===== config.mk =====
export PLATFORM = sky130hd
export DESIGN_NAME = quad_port_initiator_flat
export DESIGN_NICKNAME = d
export VERILOG_FILES = /design/src/rtl/quad_port_initiator_if.sv /design/src/rtl/quad_port_initiator.sv /design/src/flat_wrapper.sv
export SDC_FILE = /design/constraint.sdc
export NUM_CORES = 1
export LEC_CHECK = 0
export BUFFER_PORTS_ARGS = -buffer_cell sky130_fd_sc_hd__buf_2
export CAP_MARGIN = 10
export CORE_AREA = 2 2 124 126
export CTS_BUF_LIST = sky130_fd_sc_hd__clkbuf_8
export DETAILED_ROUTE_END_ITERATION = 7
export DIE_AREA = 0 0 126 128
export PLACE_DENSITY_LB_ADDON = 0.12
export SLEW_MARGIN = 20
export SYNTH_ARGS = -nofsm -noshare
export SYNTH_HDL_FRONTEND = slang
export SYNTH_SLANG_ARGS = --single-unit

===== constraint.sdc =====
create_clock -name clk -period 1.7 [get_ports clk]
set_input_delay 0.34 -clock clk [delete_from_list [all_inputs] [get_ports clk]]
set_output_delay 0.34 -clock clk [all_outputs]
set_load 0.005 [all_outputs]

===== src/rtl/quad_port_initiator_if.sv =====
// rtl/quad_port_initiator_if.sv - command/response and RAM port bundle for quad_port_initiator
//
// Groups both command streams (A, B), their read responses and the RAM-side
// 2-write/2-read port signals.
//   master : the initiator. It drives cmd_ready_*, rsp_* and mem_* requests,
//            and it samples cmd_* and mem_rddat_*.
//   slave  : the environment, meaning the command sources plus the RAM.
interface quad_port_initiator_if #(
    parameter int ADDR_WIDTH = 5,
    parameter int DATA_WIDTH = 32,
    parameter int TAG_WIDTH  = 4
);
    logic                  cmd_valid_a, cmd_valid_b;
    logic                  cmd_ready_a, cmd_ready_b;
    logic                  cmd_we_a,    cmd_we_b;
    logic [ADDR_WIDTH-1:0] cmd_addr_a,  cmd_addr_b;
    logic [DATA_WIDTH-1:0] cmd_wdata_a, cmd_wdata_b;
    logic [TAG_WIDTH-1:0]  cmd_tag_a,   cmd_tag_b;

    logic                  rsp_valid_a, rsp_valid_b;
    logic [DATA_WIDTH-1:0] rsp_data_a,  rsp_data_b;
    logic [TAG_WIDTH-1:0]  rsp_tag_a,   rsp_tag_b;

    logic                  mem_we_a,     mem_we_b;
    logic [ADDR_WIDTH-1:0] mem_wraddr_a, mem_wraddr_b;
    logic [DATA_WIDTH-1:0] mem_wrdat_a,  mem_wrdat_b;
    logic [ADDR_WIDTH-1:0] mem_rdaddr_a, mem_rdaddr_b;
    logic [DATA_WIDTH-1:0] mem_rddat_a,  mem_rddat_b;

    modport master (
        input  cmd_valid_a, cmd_valid_b, cmd_we_a, cmd_we_b,
        input  cmd_addr_a, cmd_addr_b, cmd_wdata_a, cmd_wdata_b,
        input  cmd_tag_a, cmd_tag_b,
        output cmd_ready_a, cmd_ready_b,
        output rsp_valid_a, rsp_valid_b, rsp_data_a, rsp_data_b,
        output rsp_tag_a, rsp_tag_b,
        output mem_we_a, mem_we_b, mem_wraddr_a, mem_wraddr_b,
        output mem_wrdat_a, mem_wrdat_b, mem_rdaddr_a, mem_rdaddr_b,
        input  mem_rddat_a, mem_rddat_b
    );

    modport slave (
        output cmd_valid_a, cmd_valid_b, cmd_we_a, cmd_we_b,
        output cmd_addr_a, cmd_addr_b, cmd_wdata_a, cmd_wdata_b,
        output cmd_tag_a, cmd_tag_b,
        input  cmd_ready_a, cmd_ready_b,
        input  rsp_valid_a, rsp_valid_b, rsp_data_a, rsp_data_b,
        input  rsp_tag_a, rsp_tag_b,
        input  mem_we_a, mem_we_b, mem_wraddr_a, mem_wraddr_b,
        input  mem_wrdat_a, mem_wrdat_b, mem_rdaddr_a, mem_rdaddr_b,
        output mem_rddat_a, mem_rddat_b
    );
endinterface


===== src/rtl/quad_port_initiator.sv =====
// rtl/quad_port_initiator.sv - two-stream request front end for a 2W/2R quad-port RAM
//
// Ports:
//   clk       : clock
//   rst       : synchronous active-high reset
//   bus       : quad_port_initiator_if.master. It carries the command streams
//               A and B, the tagged read responses and the RAM write/read ports.
//   init_done : high once the post-reset zero-fill of the RAM has completed
//
// After reset the block zero-fills the RAM, two words per cycle. It then
// issues commands combinationally in the cycle they are accepted. Read tags
// travel down a READ_LATENCY-deep pipeline so that each tag lines up with
// mem_rddat. Same-address hazards between the streams are resolved by
// withholding ready from one side for a cycle.
module quad_port_initiator #(
    parameter int ADDR_WIDTH   = 5,
    parameter int NUM_WORDS    = 1 << ADDR_WIDTH,
    parameter int DATA_WIDTH   = 32,
    parameter int TAG_WIDTH    = 4,
    parameter int READ_LATENCY = 2
) (
    input  logic                   clk,
    input  logic                   rst,
    quad_port_initiator_if.master  bus,
    output logic                   init_done
);
    localparam int HALF = NUM_WORDS / 2;

    typedef enum logic {ST_INIT, ST_RUN} state_t;

    state_t                state_q, state_d;
    logic [ADDR_WIDTH-1:0] init_cnt_q;
    logic                  init_last;

    logic                  addr_eq, stall_a, stall_b;
    logic                  ready_a, ready_b;
    logic                  acc_a, acc_b;
    logic                  rd_acc_a, rd_acc_b, wr_acc_a, wr_acc_b;
    logic [ADDR_WIDTH-1:0] rdaddr_a_q, rdaddr_b_q;

    logic [READ_LATENCY-1:0] vld_a_q, vld_b_q;
    logic [TAG_WIDTH-1:0]    tag_a_q [READ_LATENCY];
    logic [TAG_WIDTH-1:0]    tag_b_q [READ_LATENCY];

    assign init_last = (init_cnt_q == ADDR_WIDTH'(HALF - 1));

    // State register
    always_ff @(posedge clk) begin
        if (rst) state_q <= ST_INIT;
        else     state_q <= state_d;
    end

    // Next-state logic
    always_comb begin
        state_d = state_q;
        case (state_q)
            ST_INIT: if (init_last) state_d = ST_RUN;
            ST_RUN:  state_d = ST_RUN;
            default: state_d = ST_INIT;
        endcase
    end

    // Zero-fill pair counter. It stops mattering once RUN is reached.
    always_ff @(posedge clk) begin
        if (rst)                   init_cnt_q <= '0;
        else if (state_q == ST_INIT) init_cnt_q <= init_cnt_q + 1'b1;
    end

    // Hazards are judged on the raw valids and addresses. A always wins a
    // write/write race, which makes B's write land last. A read never
    // proceeds in the same cycle as an opposing write to its address, so
    // every read sees the data that was committed before it issued.
    assign addr_eq = (bus.cmd_addr_a == bus.cmd_addr_b);
    assign stall_b = bus.cmd_valid_a & bus.cmd_we_a & bus.cmd_valid_b & addr_eq;
    assign stall_a = bus.cmd_valid_b & bus.cmd_we_b & bus.cmd_valid_a & ~bus.cmd_we_a & addr_eq;

    assign ready_a  = (state_q == ST_RUN) & ~stall_a;
    assign ready_b  = (state_q == ST_RUN) & ~stall_b;
    assign acc_a    = bus.cmd_valid_a & ready_a;
    assign acc_b    = bus.cmd_valid_b & ready_b;
    assign wr_acc_a = acc_a & bus.cmd_we_a;
    assign wr_acc_b = acc_b & bus.cmd_we_b;
    assign rd_acc_a = acc_a & ~bus.cmd_we_a;
    assign rd_acc_b = acc_b & ~bus.cmd_we_b;

    // Output logic
    always_comb begin
        bus.cmd_ready_a  = ready_a;
        bus.cmd_ready_b  = ready_b;
        init_done        = 1'b0;
        bus.mem_we_a     = 1'b0;
        bus.mem_we_b     = 1'b0;
        bus.mem_wraddr_a = bus.cmd_addr_a;
        bus.mem_wraddr_b = bus.cmd_addr_b;
        bus.mem_wrdat_a  = bus.cmd_wdata_a;
        bus.mem_wrdat_b  = bus.cmd_wdata_b;
        bus.mem_rdaddr_a = rd_acc_a ? bus.cmd_addr_a : rdaddr_a_q;
        bus.mem_rdaddr_b = rd_acc_b ? bus.cmd_addr_b : rdaddr_b_q;
        case (state_q)
            ST_INIT: begin
                bus.mem_we_a     = 1'b1;
                bus.mem_we_b     = 1'b1;
                bus.mem_wraddr_a = init_cnt_q << 1;
                bus.mem_wraddr_b = (init_cnt_q << 1) | ADDR_WIDTH'(1);
                bus.mem_wrdat_a  = '0;
                bus.mem_wrdat_b  = '0;
            end
            ST_RUN: begin
                init_done    = 1'b1;
                bus.mem_we_a = wr_acc_a;
                bus.mem_we_b = wr_acc_b;
            end
            default: ;
        endcase
    end

    // Read addresses hold their last issued value while idle
    always_ff @(posedge clk) begin
        if (rst) begin
            rdaddr_a_q <= '0;
            rdaddr_b_q <= '0;
        end else begin
            if (rd_acc_a) rdaddr_a_q <= bus.cmd_addr_a;
            if (rd_acc_b) rdaddr_b_q <= bus.cmd_addr_b;
        end
    end

    // Read-latency pipelines. Only the valid bits need reset: clearing them
    // drops any reads that are in flight when reset arrives.
    always_ff @(posedge clk) begin
        if (rst) begin
            vld_a_q <= '0;
            vld_b_q <= '0;
        end else begin
            vld_a_q[0] <= rd_acc_a;
            vld_b_q[0] <= rd_acc_b;
            for (int i = 1; i < READ_LATENCY; i++) begin
                vld_a_q[i] <= vld_a_q[i-1];
                vld_b_q[i] <= vld_b_q[i-1];
            end
        end
    end

    always_ff @(posedge clk) begin
        tag_a_q[0] <= bus.cmd_tag_a;
        tag_b_q[0] <= bus.cmd_tag_b;
        for (int i = 1; i < READ_LATENCY; i++) begin
            tag_a_q[i] <= tag_a_q[i-1];
            tag_b_q[i] <= tag_b_q[i-1];
        end
    end

    assign bus.rsp_valid_a = vld_a_q[READ_LATENCY-1];
    assign bus.rsp_valid_b = vld_b_q[READ_LATENCY-1];
    assign bus.rsp_tag_a   = tag_a_q[READ_LATENCY-1];
    assign bus.rsp_tag_b   = tag_b_q[READ_LATENCY-1];
    assign bus.rsp_data_a  = bus.mem_rddat_a;
    assign bus.rsp_data_b  = bus.mem_rddat_b;
endmodule


===== src/flat_wrapper.sv =====
// flat-port wrapper written by rule: the top's interface ports become plain ports
module quad_port_initiator_flat 
#(
    parameter int ADDR_WIDTH   = 5,
    parameter int NUM_WORDS    = 1 << ADDR_WIDTH,
    parameter int DATA_WIDTH   = 32,
    parameter int TAG_WIDTH    = 4,
    parameter int READ_LATENCY = 2
)
  (clk, rst, init_done, bus_cmd_valid_a, bus_cmd_valid_b, bus_cmd_we_a, bus_cmd_we_b, bus_cmd_addr_a, bus_cmd_addr_b, bus_cmd_wdata_a, bus_cmd_wdata_b, bus_cmd_tag_a, bus_cmd_tag_b, bus_cmd_ready_a, bus_cmd_ready_b, bus_rsp_valid_a, bus_rsp_valid_b, bus_rsp_data_a, bus_rsp_data_b, bus_rsp_tag_a, bus_rsp_tag_b, bus_mem_we_a, bus_mem_we_b, bus_mem_wraddr_a, bus_mem_wraddr_b, bus_mem_wrdat_a, bus_mem_wrdat_b, bus_mem_rdaddr_a, bus_mem_rdaddr_b, bus_mem_rddat_a, bus_mem_rddat_b);
  quad_port_initiator_if #(.ADDR_WIDTH(ADDR_WIDTH), .DATA_WIDTH(DATA_WIDTH), .TAG_WIDTH(TAG_WIDTH)) bus_i ();
  input  logic clk;
  input  logic rst;
  output logic init_done;
  input wire logic [$bits(bus_i.cmd_valid_a)-1:0] bus_cmd_valid_a;
  input wire logic [$bits(bus_i.cmd_valid_b)-1:0] bus_cmd_valid_b;
  input wire logic [$bits(bus_i.cmd_we_a)-1:0] bus_cmd_we_a;
  input wire logic [$bits(bus_i.cmd_we_b)-1:0] bus_cmd_we_b;
  input wire logic [$bits(bus_i.cmd_addr_a)-1:0] bus_cmd_addr_a;
  input wire logic [$bits(bus_i.cmd_addr_b)-1:0] bus_cmd_addr_b;
  input wire logic [$bits(bus_i.cmd_wdata_a)-1:0] bus_cmd_wdata_a;
  input wire logic [$bits(bus_i.cmd_wdata_b)-1:0] bus_cmd_wdata_b;
  input wire logic [$bits(bus_i.cmd_tag_a)-1:0] bus_cmd_tag_a;
  input wire logic [$bits(bus_i.cmd_tag_b)-1:0] bus_cmd_tag_b;
  output wire logic [$bits(bus_i.cmd_ready_a)-1:0] bus_cmd_ready_a;
  output wire logic [$bits(bus_i.cmd_ready_b)-1:0] bus_cmd_ready_b;
  output wire logic [$bits(bus_i.rsp_valid_a)-1:0] bus_rsp_valid_a;
  output wire logic [$bits(bus_i.rsp_valid_b)-1:0] bus_rsp_valid_b;
  output wire logic [$bits(bus_i.rsp_data_a)-1:0] bus_rsp_data_a;
  output wire logic [$bits(bus_i.rsp_data_b)-1:0] bus_rsp_data_b;
  output wire logic [$bits(bus_i.rsp_tag_a)-1:0] bus_rsp_tag_a;
  output wire logic [$bits(bus_i.rsp_tag_b)-1:0] bus_rsp_tag_b;
  output wire logic [$bits(bus_i.mem_we_a)-1:0] bus_mem_we_a;
  output wire logic [$bits(bus_i.mem_we_b)-1:0] bus_mem_we_b;
  output wire logic [$bits(bus_i.mem_wraddr_a)-1:0] bus_mem_wraddr_a;
  output wire logic [$bits(bus_i.mem_wraddr_b)-1:0] bus_mem_wraddr_b;
  output wire logic [$bits(bus_i.mem_wrdat_a)-1:0] bus_mem_wrdat_a;
  output wire logic [$bits(bus_i.mem_wrdat_b)-1:0] bus_mem_wrdat_b;
  output wire logic [$bits(bus_i.mem_rdaddr_a)-1:0] bus_mem_rdaddr_a;
  output wire logic [$bits(bus_i.mem_rdaddr_b)-1:0] bus_mem_rdaddr_b;
  input wire logic [$bits(bus_i.mem_rddat_a)-1:0] bus_mem_rddat_a;
  input wire logic [$bits(bus_i.mem_rddat_b)-1:0] bus_mem_rddat_b;
  assign bus_i.cmd_valid_a = bus_cmd_valid_a;
  assign bus_i.cmd_valid_b = bus_cmd_valid_b;
  assign bus_i.cmd_we_a = bus_cmd_we_a;
  assign bus_i.cmd_we_b = bus_cmd_we_b;
  assign bus_i.cmd_addr_a = bus_cmd_addr_a;
  assign bus_i.cmd_addr_b = bus_cmd_addr_b;
  assign bus_i.cmd_wdata_a = bus_cmd_wdata_a;
  assign bus_i.cmd_wdata_b = bus_cmd_wdata_b;
  assign bus_i.cmd_tag_a = bus_cmd_tag_a;
  assign bus_i.cmd_tag_b = bus_cmd_tag_b;
  assign bus_cmd_ready_a = bus_i.cmd_ready_a;
  assign bus_cmd_ready_b = bus_i.cmd_ready_b;
  assign bus_rsp_valid_a = bus_i.rsp_valid_a;
  assign bus_rsp_valid_b = bus_i.rsp_valid_b;
  assign bus_rsp_data_a = bus_i.rsp_data_a;
  assign bus_rsp_data_b = bus_i.rsp_data_b;
  assign bus_rsp_tag_a = bus_i.rsp_tag_a;
  assign bus_rsp_tag_b = bus_i.rsp_tag_b;
  assign bus_mem_we_a = bus_i.mem_we_a;
  assign bus_mem_we_b = bus_i.mem_we_b;
  assign bus_mem_wraddr_a = bus_i.mem_wraddr_a;
  assign bus_mem_wraddr_b = bus_i.mem_wraddr_b;
  assign bus_mem_wrdat_a = bus_i.mem_wrdat_a;
  assign bus_mem_wrdat_b = bus_i.mem_wrdat_b;
  assign bus_mem_rdaddr_a = bus_i.mem_rdaddr_a;
  assign bus_mem_rdaddr_b = bus_i.mem_rdaddr_b;
  assign bus_i.mem_rddat_a = bus_mem_rddat_a;
  assign bus_i.mem_rddat_b = bus_mem_rddat_b;
  quad_port_initiator #(.ADDR_WIDTH(ADDR_WIDTH), .NUM_WORDS(NUM_WORDS), .DATA_WIDTH(DATA_WIDTH), .TAG_WIDTH(TAG_WIDTH), .READ_LATENCY(READ_LATENCY)) u_core (.clk(clk), .rst(rst), .bus(bus_i), .init_done(init_done));
endmodule

==> results by group <==
Floorplanning
  • Starting density of the core: 17.7%
  • Chip Height: 128 um
  • DIE WIDTH: 126 um
  • CORE AREA: 14,900 um^2
  • Die ar.: 16,100 um^2
  • # IOs: 315
  • Num rows: 45

Placement
  • Detail Placement HPWL: 8.08 mm
  • Pre-CTS worst setup slack: -0.352 ns
  • DP Area: 3430 um^2
  • Post-Place Cells: 636
  • Port buffer count: 186
  • GP Congestion: 0.754

Clock network
  • Clock Latency Late Sink: 0.30 ns
  • CTS Buf Count: 5
  • CTS tree: built
  • Max H-tree Level: 2
  • Hold_buf cts: 0
  • Clock slew seen by the registers of the worst setup and hold paths: 0.08 ns
  • Clock root buffer: clkbuf_8
  • Clock sink count: 36
  • Max Buffers Root-to-Sink: 2

Synthesis
  • Syn_area_per_cell: 8.23 um^2
  • Post-synthesis mux area share: 5.37%
  • Synth Area in Adders: 0.950%
  • Yosys warns: 0
  • Post-Synth XOR/XNOR Area: 2.90%
  • Gate Count Post-Synth: 320
  • Largest family of logic cells by synthesized area: simple AND/OR/NAND/NOR gates
  • Synth Area in Compound Gates: 10.1%
  • Post-synthesis cell area: 2640 um^2
  • Sequential area share after synthesis: 27.4%
  • Simple-Gate Fraction of Synth Area: 30.2%
  • Mapped Nets: 474
  • Post-synth cell types: 41
  • Flop and latch count out of synthesis: 36

Critical path
  • Slowest stage cell, crit path: dfxtp_4
  • CP required: 1.36 ns
  • Crit path DAT: 1.56 ns
  • Worst-path fanout max: 5
  • Crit end category: output pin
  • CP bufs+invs: 2
  • Critical path class: register to output pin
  • Slowest stage delay, CP: 0.37 ns
  • Worst setup SP type: register
  • Critical-path cell list: nand3b_1 > a21oi_4 > buf_12 > mux2_4 > buf_6
  • Delay-heaviest family, CP: flip-flops

Layout
  • Synth-to-layout area growth: 49.7%
  • Final Non-Filler Cells: 657
  • Fraction of layout cells with a size suffix above 1: 56.0%
  • Design Area, Final: 3950 um^2
  • Nets: 621

Worst hold path
  • Worst hold path class: primary input to register

GRT
  • Initial antenna violation count: 1
  • GR Overflow Total: 0
  • Pin count of the biggest net entering global routing: 42
  • Vias in the first global route: 2,496
  • First-pass GRT wire length: 14.4 mm
  • Total Routing Usage GR: 11.4%

Power
  • PwrDens: 525 nW/um^2
  • Static Leakage: 2.05 nW
  • VDD IR-drop max: 321 uV

Status
  • Violated checks: setup timing
  • Status: finished, violations left

Drt
  • DRT iter0 DRCs: 79
  • Vias per std cell: 3.94
  • DRC: 0
  • Routed Antenna Nets: 0
  • DRT Wirelength: 9.79 mm
  • Vias: 2,590
  • Avg WL per Cell: 14.9 um
  • Detailed Routing Iterations Pass 1: 4

Job
  • Max Cap Viol: 0

Timing
  • Rel. slew slack: 73.1%
  • Worst Clk Skew: 0.00661 ns
  • Minimum clock period: 1.90 ns
  • Final setup viols: 13
  • Fmax: 526 MHz
  • Setup ws final: -0.200 ns
  • Final period util: 112%
  • Slew Viols, Final: 0
  • RSZ-0062 raised after global routing: yes
  • Final Hold Violating Endpoints: 0
  • Least-Margin Pin Slew: 0.402 ns
==> synth_stat cells, drive strengths merged <==
| cell | instances | area share [%] |
|---|---|---|
| xor2 | 3 | 1.6 |
| mux2 | 10 | 5.0 |
| a21boi | 2 | 0.57 |
| nor3b | 1 | 0.47 |
| nand3 | 10 | 1.9 |
| inv | 3 | 0.43 |
| and3b | 2 | 0.66 |
| o21ai | 2 | 0.38 |
| dfxtp | 36 | 27 |
| a221o | 5 | 1.9 |
| nand2b | 5 | 1.2 |
| and2 | 67 | 16 |
| a21oi | 6 | 1.7 |
| buf | 77 | 21 |
| or3 | 1 | 0.24 |
| a31oi | 3 | 0.71 |
| a2bb2oi | 5 | 1.7 |
| o311ai | 2 | 0.66 |
| nor4 | 1 | 0.24 |
| nand3b | 2 | 0.57 |
| and3 | 2 | 0.47 |
| nand2 | 34 | 4.8 |
| nor2 | 8 | 1.1 |
| nor3 | 4 | 1.6 |
| nand4b | 1 | 0.33 |
| o221ai | 4 | 1.3 |
| xnor2 | 4 | 1.3 |
| o211ai | 4 | 1.1 |
| clkbuf | 10 | 1.4 |
| ha | 2 | 0.95 |
| mux2i | 1 | 0.38 |
| nor2b | 3 | 0.71 |
==> layout make-up <==
class                           count  area [um^2]
Antenna cell                        1         2.50
Multi-Input combinational cell    194         1420
Tap cell                          188          235
Sequential cell                    36          724
Timing Repair Buffer              227         1420
Clock inverter                      1         30.0
Fill cell                        1648        10900
Inverter                            3         11.3
Clock buffer                        7         96.3
==> sequential cells by signal (all words and copies together) (netlist names) <==
register           count
u_core.vld_b_q         2
u_core.rdaddr_b_q      5
u_core.state_q         1
u_core.tag_a_q         8
u_core.init_cnt_q      5
u_core.tag_b_q         8
u_core.rdaddr_a_q      5
u_core.vld_a_q         2
==> power by group <==
group          leakage (nW)  total [W]  internal (W)  switching, W
sequential            0.297   0.000878      0.000867     0.0000106
clock                0.0645   0.000845      0.000518      0.000327
combinational          1.68   0.000347      0.000193      0.000154
==> cell usage in the layout (no fill, tap or decap), drive strengths merged, types with 3 or more instances in the layout <==
cell       n
nand2b     5
nor2b      3
a31oi      3
o221ai     4
inv        3
a221o      5
and2      67
xor2       3
nand3     10
xnor2      4
o211ai     4
a21oi      6
nor2       8
nor3       4
mux2      10
nand2     34
clkbuf     7
a2bb2oi    5
buf      227
dfxtp     36
==> metrics by stage <==
step | hold slack [ns] | util [%] | setup TNS, ns | total power [W]
floorplan | 0.310 | - | 0 | 0.00111
global placement | 0.310 | 23.1 | -4.95 | 0.00119
detailed placement | 0.312 | 23.1 | -4.66 | 0.00119
CTS | 0.140 | 25.9 | -2.10 | 0.00209
global route | 0.130 | 26.5 | -3.25 | 0.00217
finish | 0.145 | 26.5 | -1.98 | 0.00207
==> worst paths after layout <==
path | start | endpoint | slack, ns | cells after the start
setup / recovery | u_core.state_q$_SDFF_PP0_ | bus_mem_rdaddr_a[3] | -0.20 | 5
hold / removal | bus_cmd_tag_a[1] | u_core.tag_a_q[0][1]$_DFF_P_ | 0.14 | 1
setup reg to reg | u_core.state_q$_SDFF_PP0_ | u_core.rdaddr_b_q[3]$_SDFF_PP0_ | 0.13 | 6
hold reg to reg | u_core.tag_b_q[0][1]$_DFF_P_ | u_core.tag_b_q[0][5]$_DFF_P_ | 0.33 | 0
==> cell families (layout without fill, tap and decap cells) <==
| family | count (synthesis) | count (layout) |
|---|---|---|
| buf+inv | 90 | 238 |
| mux | 11 | 11 |
| fa+ha+maj | 2 | 2 |
| flops | 36 | 36 |
| xor+xnor | 7 | 7 |
| simple gates | 141 | 141 |
| other cells | 0 | 1 |
| compound gates | 33 | 33 |
==> routing by layer <==
layer	track usage (%)	routed length [um]	vias to the layer above
met5	0	0	-
met4	2.78	109	0
met3	3.88	896	9
met2	20.9	5120	145
met1	12.7	3670	1161
li1	-	-	1275
==> what timing repair did <==
action / in CTS / in global routing
pin swaps: 14 / 8
resized for setup: 47 / 19
endpoints found under the setup margin: 28 / 25
buffers inserted: 11 / 4
No activity file was read; power rests on OpenSTA's default activity.
